### src/rtl/enc_test_pkg.sv
// Shared definitions for the encoder emulator/tester family.
// State encoding, quadrature phase table and default widths.
package enc_test_pkg;

  localparam int PPR_W_DEF = 16;
  localparam int DIV_W_DEF = 32;
  localparam int REV_W_DEF = 16;

  typedef enum logic [1:0] {
    ST_IDLE   = 2'b00,
    ST_RUN    = 2'b01,
    ST_FINISH = 2'b10
  } state_t;

  // {A,B} per phase when A leads B
  localparam logic [1:0] PH_AB [4] = '{
    2'b00, 2'b10, 2'b11, 2'b01
  };

  function automatic logic [1:0] phase_ab(
    input logic [1:0] ph,
    input logic       dir
  );
    logic [1:0] ab;
    ab = PH_AB[ph];
    return dir ? ab : {ab[0], ab[1]};
  endfunction

endpackage

### src/rtl/rise_pulse.sv
// Rising-edge detector with registered history.
// Pulse is high for the cycle in which In rises.
module rise_pulse (
  input  logic Clk,
  input  logic RstN,
  input  logic In,
  output logic Pulse
);

  logic hist_q;

  // History parks high in reset so a level held
  // through reset never reads as a fresh edge.
  always_ff @(posedge Clk) begin
    if (!RstN) begin
      hist_q <= 1'b1;
    end else begin
      hist_q <= In;
    end
  end

  assign Pulse = In & ~hist_q;

endmodule

### src/rtl/quad_enc_emulator.sv
// Synthetic quadrature encoder source (A/B/Z) with
// programmable PPR, quarter-step period and rev count.
module quad_enc_emulator
  import enc_test_pkg::*;
#(
  parameter int PPR_W = PPR_W_DEF,
  parameter int DIV_W = DIV_W_DEF,
  parameter int REV_W = REV_W_DEF
) (
  input  logic             Clk,
  input  logic             RstN,
  input  logic             Start,
  input  logic             Stop,
  input  logic [PPR_W-1:0] PPRSet,
  input  logic [DIV_W-1:0] QtrPeriod,
  input  logic [REV_W-1:0] Revs,
  input  logic             Dir,
  output logic             AOut,
  output logic             BOut,
  output logic             ZOut,
  output logic             Busy,
  output logic             Done,
  output logic [PPR_W-1:0] PulseCnt,
  output logic [REV_W-1:0] RevCnt
);

  state_t state_q, state_d;

  logic start_p;

  logic [PPR_W-1:0] ppr_q, ppr_d;
  logic [DIV_W-1:0] qset_q, qset_d;
  logic [REV_W-1:0] revs_q, revs_d;
  logic             dir_q, dir_d;

  logic [DIV_W-1:0] tmr_q, tmr_d;
  logic [1:0]       ph_q, ph_d;
  logic [PPR_W-1:0] pc_q, pc_d;
  logic [REV_W-1:0] rc_q, rc_d;

  logic a_q, a_d;
  logic b_q, b_d;
  logic z_q, z_d;
  logic busy_q, busy_d;
  logic done_q, done_d;

  logic [DIV_W-1:0] tmr_last;
  logic [PPR_W-1:0] pc_last;
  logic [REV_W-1:0] rc_inc;
  logic             tick;
  logic             pc_wrap;
  logic             rev_done;
  logic             launch;

  rise_pulse u_start (
    .Clk   (Clk),
    .RstN  (RstN),
    .In    (Start),
    .Pulse (start_p)
  );

  // Zero settings behave as one
  assign tmr_last = (qset_q == '0) ? '0
                  : qset_q - 1'b1;
  assign pc_last  = (ppr_q == '0) ? '0
                  : ppr_q - 1'b1;

  assign tick    = (tmr_q == tmr_last);
  assign pc_wrap = tick && (ph_q == 2'd3)
                && (pc_q == pc_last);
  assign rc_inc  = (&rc_q) ? rc_q : rc_q + 1'b1;

  assign rev_done = pc_wrap && (revs_q != '0)
                 && (rc_inc == revs_q);

  assign launch = (state_q == ST_IDLE)
               && (state_d == ST_RUN);

  always_ff @(posedge Clk) begin
    if (!RstN) begin
      state_q <= ST_IDLE;
    end else begin
      state_q <= state_d;
    end
  end

  always_comb begin
    state_d = state_q;
    unique case (state_q)
      ST_IDLE: begin
        if (!Stop && start_p) state_d = ST_RUN;
      end
      ST_RUN: begin
        if (Stop)          state_d = ST_IDLE;
        else if (rev_done) state_d = ST_FINISH;
      end
      ST_FINISH: begin
        if (Stop || tick) state_d = ST_IDLE;
      end
      default: state_d = ST_IDLE;
    endcase
  end

  always_comb begin
    ppr_d  = ppr_q;
    qset_d = qset_q;
    revs_d = revs_q;
    dir_d  = dir_q;
    tmr_d  = tmr_q;
    ph_d   = ph_q;
    pc_d   = pc_q;
    rc_d   = rc_q;
    unique case (1'b1)
      launch: begin
        ppr_d  = PPRSet;
        qset_d = QtrPeriod;
        revs_d = Revs;
        dir_d  = Dir;
        tmr_d  = '0;
        ph_d   = 2'd0;
        pc_d   = '0;
        rc_d   = '0;
      end
      (state_q == ST_RUN) && !Stop: begin
        tmr_d = tick ? '0 : tmr_q + 1'b1;
        if (tick) begin
          ph_d = ph_q + 2'd1;
          if (ph_q == 2'd3) begin
            pc_d = pc_wrap ? '0 : pc_q + 1'b1;
            if (pc_wrap) rc_d = rc_inc;
          end
        end
      end
      (state_q == ST_FINISH): begin
        tmr_d = tick ? '0 : tmr_q + 1'b1;
      end
      default: begin
      end
    endcase
  end

  // Next output values, registered below
  always_comb begin
    a_d    = 1'b0;
    b_d    = 1'b0;
    z_d    = 1'b0;
    busy_d = 1'b0;
    done_d = 1'b0;
    unique case (state_d)
      ST_RUN: begin
        {a_d, b_d} = phase_ab(ph_d, dir_d);
        z_d    = (ph_d == 2'd0) && (pc_d == '0);
        busy_d = 1'b1;
      end
      ST_FINISH: begin
        z_d    = 1'b1;
        busy_d = 1'b1;
      end
      ST_IDLE: begin
        done_d = (state_q == ST_FINISH)
              && tick && !Stop;
      end
      default: begin
      end
    endcase
  end

  always_ff @(posedge Clk) begin
    if (!RstN) begin
      ppr_q  <= '0;
      qset_q <= '0;
      revs_q <= '0;
      dir_q  <= 1'b0;
      tmr_q  <= '0;
      ph_q   <= 2'd0;
      pc_q   <= '0;
      rc_q   <= '0;
      a_q    <= 1'b0;
      b_q    <= 1'b0;
      z_q    <= 1'b0;
      busy_q <= 1'b0;
      done_q <= 1'b0;
    end else begin
      ppr_q  <= ppr_d;
      qset_q <= qset_d;
      revs_q <= revs_d;
      dir_q  <= dir_d;
      tmr_q  <= tmr_d;
      ph_q   <= ph_d;
      pc_q   <= pc_d;
      rc_q   <= rc_d;
      a_q    <= a_d;
      b_q    <= b_d;
      z_q    <= z_d;
      busy_q <= busy_d;
      done_q <= done_d;
    end
  end

  assign AOut     = a_q;
  assign BOut     = b_q;
  assign ZOut     = z_q;
  assign Busy     = busy_q;
  assign Done     = done_q;
  assign PulseCnt = pc_q;
  assign RevCnt   = rc_q;

endmodule
### config.mk
export PLATFORM = sky130hd
export DESIGN_NAME = quad_enc_emulator
export DESIGN_NICKNAME = d
export VERILOG_FILES = /design/src/rtl/enc_test_pkg.sv /design/src/rtl/rise_pulse.sv /design/src/rtl/quad_enc_emulator.sv
export SDC_FILE = /design/constraint.sdc
export NUM_CORES = 1
export LEC_CHECK = 0
export BUFFER_PORTS_ARGS = -buffer_cell sky130_fd_sc_hd__buf_2
export CORE_MARGIN = 2
export CORE_UTILIZATION = 55
export CTS_BUF_LIST = sky130_fd_sc_hd__clkbuf_8
export DETAILED_ROUTE_END_ITERATION = 10
export PLACE_DENSITY = 0.76
export SETUP_SLACK_MARGIN = 0.02
export SYNTH_ARGS = -nofsm -noshare
export SYNTH_HDL_FRONTEND = slang
export SYNTH_HIERARCHICAL = 1
export SYNTH_SLANG_ARGS = --single-unit
### constraint.sdc
create_clock -name Clk -period 16.8 [get_ports Clk]
set_clock_uncertainty 0.15 [all_clocks]
set_input_delay 5.04 -clock Clk [delete_from_list [all_inputs] [get_ports Clk]]
set_output_delay 5.04 -clock Clk [all_outputs]
set_load 0.01 [all_outputs]
; Yosys cells after proc, flatten, opt, wreduce, memory -nomap -nowiden
; Cells that the tools add are included.
[classes]
addsub = 6
order_cmp = 1
eq_ne = 11
muxes = 27
bitwise_logic = 3
reduce_logical = 27
[ops]
columns = cell, n
row1 = 16-bit two-way mux, 8
row2 = 32-bit two-way mux, 2
row3 = 16-bit one-hot mux with 2 select lines, 2
row4 = 32-bit one-hot mux with 2 select lines, 1
row5 = 16-bit by 1-bit adder with 16-bit output (second input constant), 2
row6 = 32-bit by 1-bit adder with 32-bit output (second input constant), 1
row7 = 16-bit == test, 2
row8 = 32-bit == test, 1
row9 = 16-bit zero test, 2
row10 = 32-bit zero test, 1
row11 = 32-bit by 1-bit subtractor with 32-bit output (second input constant), 1
row12 = 2-bit two-way mux, 8
row13 = 16-bit AND reduction, 1
row14 = 16-bit nonzero test, 1
row15 = 16-bit by 1-bit subtractor with 16-bit output (second input constant), 1
row16 = 1-bit logical AND, 10
row17 = 2-bit == test (second input constant), 3
row18 = 2-bit zero test, 3
row19 = 2-bit one-hot mux with 3 select lines, 1
row20 = 2-bit binary-select mux with 2-bit select, 1
row21 = 2-bit by 1-bit == test with 1-bit output (second input constant), 2
row22 = 2-bit != test (second input constant), 2
row23 = 2-bit one-hot mux with 2 select lines, 1
row24 = 2-bit AND reduction, 2
row25 = 13 further kinds, 16
[totals]
ff_bits = 139
wordCells = 90

; Longest topological paths before layout
[logic_depth]
word_depth = 18
mapped_depth = 28
ltp_nobuf = 26

; Hierarchy
; Netlist, hierarchy kept.
[by_module_without_submodules]
columns = mod, instances, cells_per_inst, area_per_inst_um2, seq_area_each_um2
row1 = quad_enc_emulator, 1, 1271, 9125.0, 2762.6
row2 = rise_pulse, 1, 3, 40.0, 20.0

; Least setup slack after synthesis
; OpenSTA, ideal clock, no wires.
[synth_path]
path_kind = input port to flip-flop
start = input port Start
end = register z_q, in the netlist ZOut
arrival_time_ns = 7.610
required_time_ns = 16.566
path_slack_ns = 8.955
path_stages = 16
n_path_buf = 1
path_cell_list = nor2b_4 inv_1 mux2_2 nor3_1 ha_1 and2_1 clkbuf_1 a31oi_1 a21oi_1 ha_1 nand3_1 a311oi_1 nand2_1 a2111oi_0 nand4_1 o31ai_2
[synth_between]
elab_chain_cells = 10
word_cells_on_any_way = 13
classes_between = eq/ne: 2 / mux: 5 / bitwise: 1 / reduce/logical: 5
[synth_lines]
columns = item, line_no
row1 = start: declaration, quad_enc_emulator.sv:12  ; input logic Start,
row2 = 1-bit bitwise AND (*), rise_pulse.sv:22  ; assign Pulse = In & ~hist_q;
row3 = 1-bit logical AND (*), quad_enc_emulator.sv:91  ; if (!Stop && start_p) state_d = ST_RUN;
row4 = 2-bit two-way mux (*), quad_enc_emulator.sv:91
row5 = 2-bit one-hot mux with 3 select lines (*), quad_enc_emulator.sv:89  ; unique case (state_q)
row6 = named net state_d[0], quad_enc_emulator.sv:27  ; state_t state_q, state_d;
row7 = 2-bit by 1-bit == test with 1-bit output, "quad_enc_emulator.sv:77, quad_enc_emulator.sv:149"
row8 = 1-bit logical AND, quad_enc_emulator.sv:77  ; && (state_d == ST_RUN);
row9 = 16-bit one-hot mux with 2 select lines or 2-bit one-hot mux with 2 select lines (tied branches), quad_enc_emulator.sv:113  ; unique case (1'b1)
row10 = 16-bit zero test or 2-bit zero test (tied branches), quad_enc_emulator.sv:152  ; z_d = (ph_d == 2'd0) && (pc_d == '0);
row11 = 1-bit logical AND, quad_enc_emulator.sv:152
row12 = 1-bit one-hot mux with 2 select lines (*), quad_enc_emulator.sv:149  ; unique case (state_d)
row13 = end signal: assignment, quad_enc_emulator.sv:194  ; z_q <= z_d;
row14 = end: declaration, quad_enc_emulator.sv:43  ; logic z_q, z_d;
; Mark *: on every way through the listed nets, which the timed path passes. The rest lies on a longest branch.
; A chain may end at the register's enable or synchronous reset.

; Final worst setup path
[layout_path]
start = input port Start
end = register z_q, in the netlist ZOut
[layout_between]
elab_chain_cells = 10
word_cells_on_any_way = 13
classes_between = eq/ne: 2 / mux: 5 / bitwise: 1 / reduce/logical: 5
[layout_lines]
columns = item, line_no
row1 = 1-bit bitwise AND (*), rise_pulse.sv:22
row2 = named net start_p, quad_enc_emulator.sv:29  ; logic start_p;
row3 = 1-bit logical AND (*), quad_enc_emulator.sv:91
row4 = 2-bit two-way mux (*), quad_enc_emulator.sv:91
row5 = 2-bit one-hot mux with 3 select lines (*), quad_enc_emulator.sv:89
row6 = named net state_d[0], quad_enc_emulator.sv:27
row7 = 2-bit by 1-bit == test with 1-bit output, "quad_enc_emulator.sv:77, quad_enc_emulator.sv:149"
row8 = 1-bit logical AND, quad_enc_emulator.sv:77
row9 = 16-bit one-hot mux with 2 select lines or 2-bit one-hot mux with 2 select lines (tied branches), quad_enc_emulator.sv:113
row10 = 16-bit zero test or 2-bit zero test (tied branches), quad_enc_emulator.sv:152
row11 = 1-bit logical AND, quad_enc_emulator.sv:152
row12 = 1-bit one-hot mux with 2 select lines (*), quad_enc_emulator.sv:149
; Marks and branches as above.

==> impl_metrics.env <==
export IMPL_ys_seq_area_share_pct=30.36
export IMPL_rsz0062_at_grt="false"
export IMPL_switchingPower_mw=0.2411
export IMPL_antenna_found_initial=0
export IMPL_p_leak_nw=3.784
export IMPL_crit_chain="buf_2, nor2b_4, inv_1, mux2_2, nor3_1, ha_1, nand2_2, buf_4, nand2_1, nor2_1, a21oi_1, ha_1, nand3_1, a311oi_1, nand2_1, a2111oi_0, nand4_1, o31ai_2"
export IMPL_area_growth_pct=10.32
export IMPL_cts_buffers=17
export IMPL_wl_per_cell_um=16.46
export IMPL_die_w_um=133.1
export IMPL_final_setup_tns_ns=0
export IMPL_swShare_pct=29.86
export IMPL_drive_above_1_share_pct=13.47
export IMPL_htree_num_levels=4
export IMPL_cts_buffer_depth=2
export IMPL_synth_compound_area_share_pct=20.20
export IMPL_tightest_slew_ns=1.039
export IMPL_synth_xor_area_share_pct=6.239
export IMPL_synth_edff_count=0
export IMPL_status="finished clean"
export IMPL_dp_hpwl_um=17780
export IMPL_seqPwrFrac_pct=42.3
export IMPL_use_met2_pct=46.09
export IMPL_finalSetupViolations=0
export IMPL_grt_pass1_vias=8692
export IMPL_ctsResizeCount=0
export IMPL_worst_path_max_fanout=67
export IMPL_comb_power_share_pct=19.7
export IMPL_synth_top_family_by_area="simple AND/OR/NAND/NOR gates"
export IMPL_min_period_ns=7.947
export IMPL_end_kind="flop"
export IMPL_core_um2=16410
export IMPL_muxShareOfSynthArea_pct=2.280
export IMPL_antenna_cells=0
export IMPL_path_class="in2reg"
export IMPL_yosys_top_cells_count="nand2_1, dfxtp_1, a21oi_1, nor2_1, clkbuf_1"
export IMPL_pwr_share_clk_pct=38.0
export IMPL_drv_slew=0
export IMPL_finalCritPeriodShare_pct=47.30
export IMPL_ir_worst_vdd_mv=0.05164
export IMPL_via_per_inst=6.185
export IMPL_hold_viol=0
export IMPL_die_h_um=133.1
export IMPL_r2r_end="tmr_q[8]"
export IMPL_synth_seq_cells=139
export IMPL_place_gp_congestion=0.9178
export IMPL_synthCells=1274
export IMPL_yosys_area_share_adder_pct=1.365
export IMPL_grt_total_usage_pct=28.95
export IMPL_cp_start_kind="input pin"
export IMPL_port_buffers=105
export IMPL_grtUsageMet1_pct=39.76
export IMPL_async_flop_share_pct=0
export IMPL_worstHoldEndpoint="revs_q[4]"
export IMPL_yosysTopAreaCell="dfxtp_1"
export IMPL_arrival_ns=8.18
export IMPL_grt_max_degree=75
export IMPL_nets=1395
export IMPL_cts_sinks=139
export IMPL_synth_fp_nets=1353
export IMPL_cpPeakStageDelay_ns=0.41
export IMPL_avgSynthCellArea_um2=7.194
export IMPL_ys_types=85
export IMPL_route_detailed_drc=0
export IMPL_pin_count=106
export IMPL_max_cap_violations=0
export IMPL_yosysMostFrequentCell="nand2_1"
export IMPL_worstSkewPairLatency_ns=0.46
export IMPL_dpl_cell_area_um2=9669
export IMPL_hold_depth=2
export IMPL_drt_iter0_drc=991
export IMPL_r2r_start="qset_q[0]"
export IMPL_p_per_area_nw_per_um2=79.85
export IMPL_hold_start="revs_q[4]"
export IMPL_die_area_um2=17710
export IMPL_ant_nets=0
export IMPL_overflow=0
export IMPL_clk_root_buffer_cell="clkbuf_8"
export IMPL_yosysTopAreaCellShare_pct=30.36
export IMPL_fmax_ghz=0.1258
export IMPL_hold_class="reg2reg"
export IMPL_top_usage_layer="met2"
export IMPL_reg2reg_depth=21
export IMPL_dr_total_vias=9580
export IMPL_ys_warn_count=6
export IMPL_slowest_stage="a2111oi_0"
export IMPL_start_util_pct=55.86
export IMPL_synthFlopType="dfxtp_1"
export IMPL_grt_pass1_wl_um=42570
export IMPL_p_int_mw=0.5662
export IMPL_postRouteWirelength_um=25500
export IMPL_r2r_slack_ns=9.55
export IMPL_final_cell_area_um2=10110
export IMPL_syn_area_um2=9165
export IMPL_num_rows=47
export IMPL_holdBufCountCts=0
export IMPL_slew_headroom_pct=30.74
export IMPL_cts_tree="built"
export IMPL_met3_usage_pct=4.981
export IMPL_required_ns=17.03
export IMPL_drt_first_pass_iters=5
export IMPL_synthSimpleGateAreaFrac_pct=34.87
export IMPL_postCtsSetupBuffers=0
export IMPL_clk_transition_reported_paths_ns=0.09
export IMPL_yosys_top_cells_area="dfxtp_1, nand2_1, a21oi_1, nor2_1, xnor2_1"
## per-stage QoR
stage / util (%) / hold WS, ns / worst slack (ns) / total power [mW] / instances
final: 61.63 / 0.3343 / 8.853 / 0.8073 / 1549
after global routing: 61.63 / 0.3547 / 8.553 / 0.8413 / 1549
after CTS: 61.63 / 0.3373 / 8.847 / 0.8071 / 1549
after detailed placement: 58.93 / 0.3257 / 8.388 / 0.5041 / 1517
after global placement: 58.93 / 0.3225 / 8.528 / 0.5020 / 1517
after floorplan: - / 0.3064 / 8.955 / 0.4677 / 1274
## flip-flops by register name, indices dropped and copies added (netlist names)
| name | flops |
|---|---|
| u_start/hist_q | 1 |
| RevCnt | 16 |
| ph_q | 2 |
| Done | 1 |
| ppr_q | 16 |
| Busy | 1 |
| BOut | 1 |
| revs_q | 16 |
| ZOut | 1 |
| qset_q | 32 |
| AOut | 1 |
| tmr_q | 32 |
| state_q | 2 |
| PulseCnt | 16 |
| dir_q | 1 |
## worst max-delay path, delay by kind of cell
family	cells	cell delay, ns
buffers and inverters	3	0.42
AO/OA/AOI/OAI	4	1.07
AND/OR/NAND/NOR	8	0.92
adder cells (fa/ha/maj)	2	0.47
multiplexers	1	0.26
## layout by cell type (no fill, tap or decap), types with 6 or more instances in the layout
cell / netlist / final
nand4_1: 35 / 35
mux2_2: 7 / 7
a21o_1: 14 / 14
or3_1: 19 / 19
nor3b_1: 8 / 8
a31oi_1: 12 / 12
or4_1: 16 / 16
clkbuf_8: 0 / 18
and3_1: 18 / 18
a311oi_1: 7 / 7
buf_2: 6 / 105
a211oi_1: 7 / 7
inv_1: 22 / 23
nor2_1: 121 / 121
a22oi_1: 6 / 6
and2_1: 15 / 14
o31ai_1: 8 / 8
ha_1: 10 / 10
xnor2_1: 40 / 40
nor2b_1: 10 / 10
o21ai_0: 51 / 51
a21oi_1: 137 / 137
nand3_1: 44 / 44
or2_2: 7 / 7
nor4_1: 36 / 36
o31a_1: 7 / 7
nand2b_1: 9 / 9
nand4b_1: 6 / 6
mux2i_1: 13 / 13
nand2_1: 208 / 207
dfxtp_1: 139 / 139
xor2_1: 20 / 20
nor3_1: 50 / 50
## routing by layer
| layer | routed length [um] | part of all wire (%) |
|---|---|---|
| met5 | 0 | 0 |
| met4 | 527 | 2.1 |
| met3 | 1836 | 7.2 |
| met2 | 11610 | 46 |
| met1 | 11530 | 45 |
## area by class of cell
| type | instances | area, um2 |
|---|---|---|
| fill | 1536 | 6296 |
| inverter | 23 | 87.58 |
| tap | 220 | 275.3 |
| multi-input combinational | 1025 | 5961 |
| timing repair buffer | 110 | 563.0 |
| sequential | 139 | 2783 |
| clock buffer | 18 | 247.7 |
| clock inverter | 14 | 193.9 |
## worst max path at each step
| stage | depth (start not counted) | slack, ns | start | to |
|---|---|---|---|---|
| finish | 18 | 8.85 | Start | ZOut |
| global route | 18 | 8.55 | Start | ZOut |
| detailed placement | 18 | 8.39 | Start | ZOut |
| CTS | 18 | 8.85 | Start | ZOut |
| floorplan | 16 | 8.96 | Start | ZOut |
| global placement | 18 | 8.53 | Start | ZOut |
## cells by family after synthesis
logic type,count (synthesis)
muxes,20
adders and majority gates,10
and+or+nand+nor,634
xor gates and xnor gates,62
AOI/OAI and AO/OA,299
buffers and inverters,110
DFF,139
## power by group through the flow
stage	registers, mW	clock network (mW)	logic [mW]
floorplan	0.346	0	0.122
global placement	0.349	0	0.153
detailed placement	0.349	0	0.155
CTS	0.341	0.310	0.156
global route	0.342	0.323	0.176
finish	0.341	0.307	0.159
(Power assumes the default switching activity.)
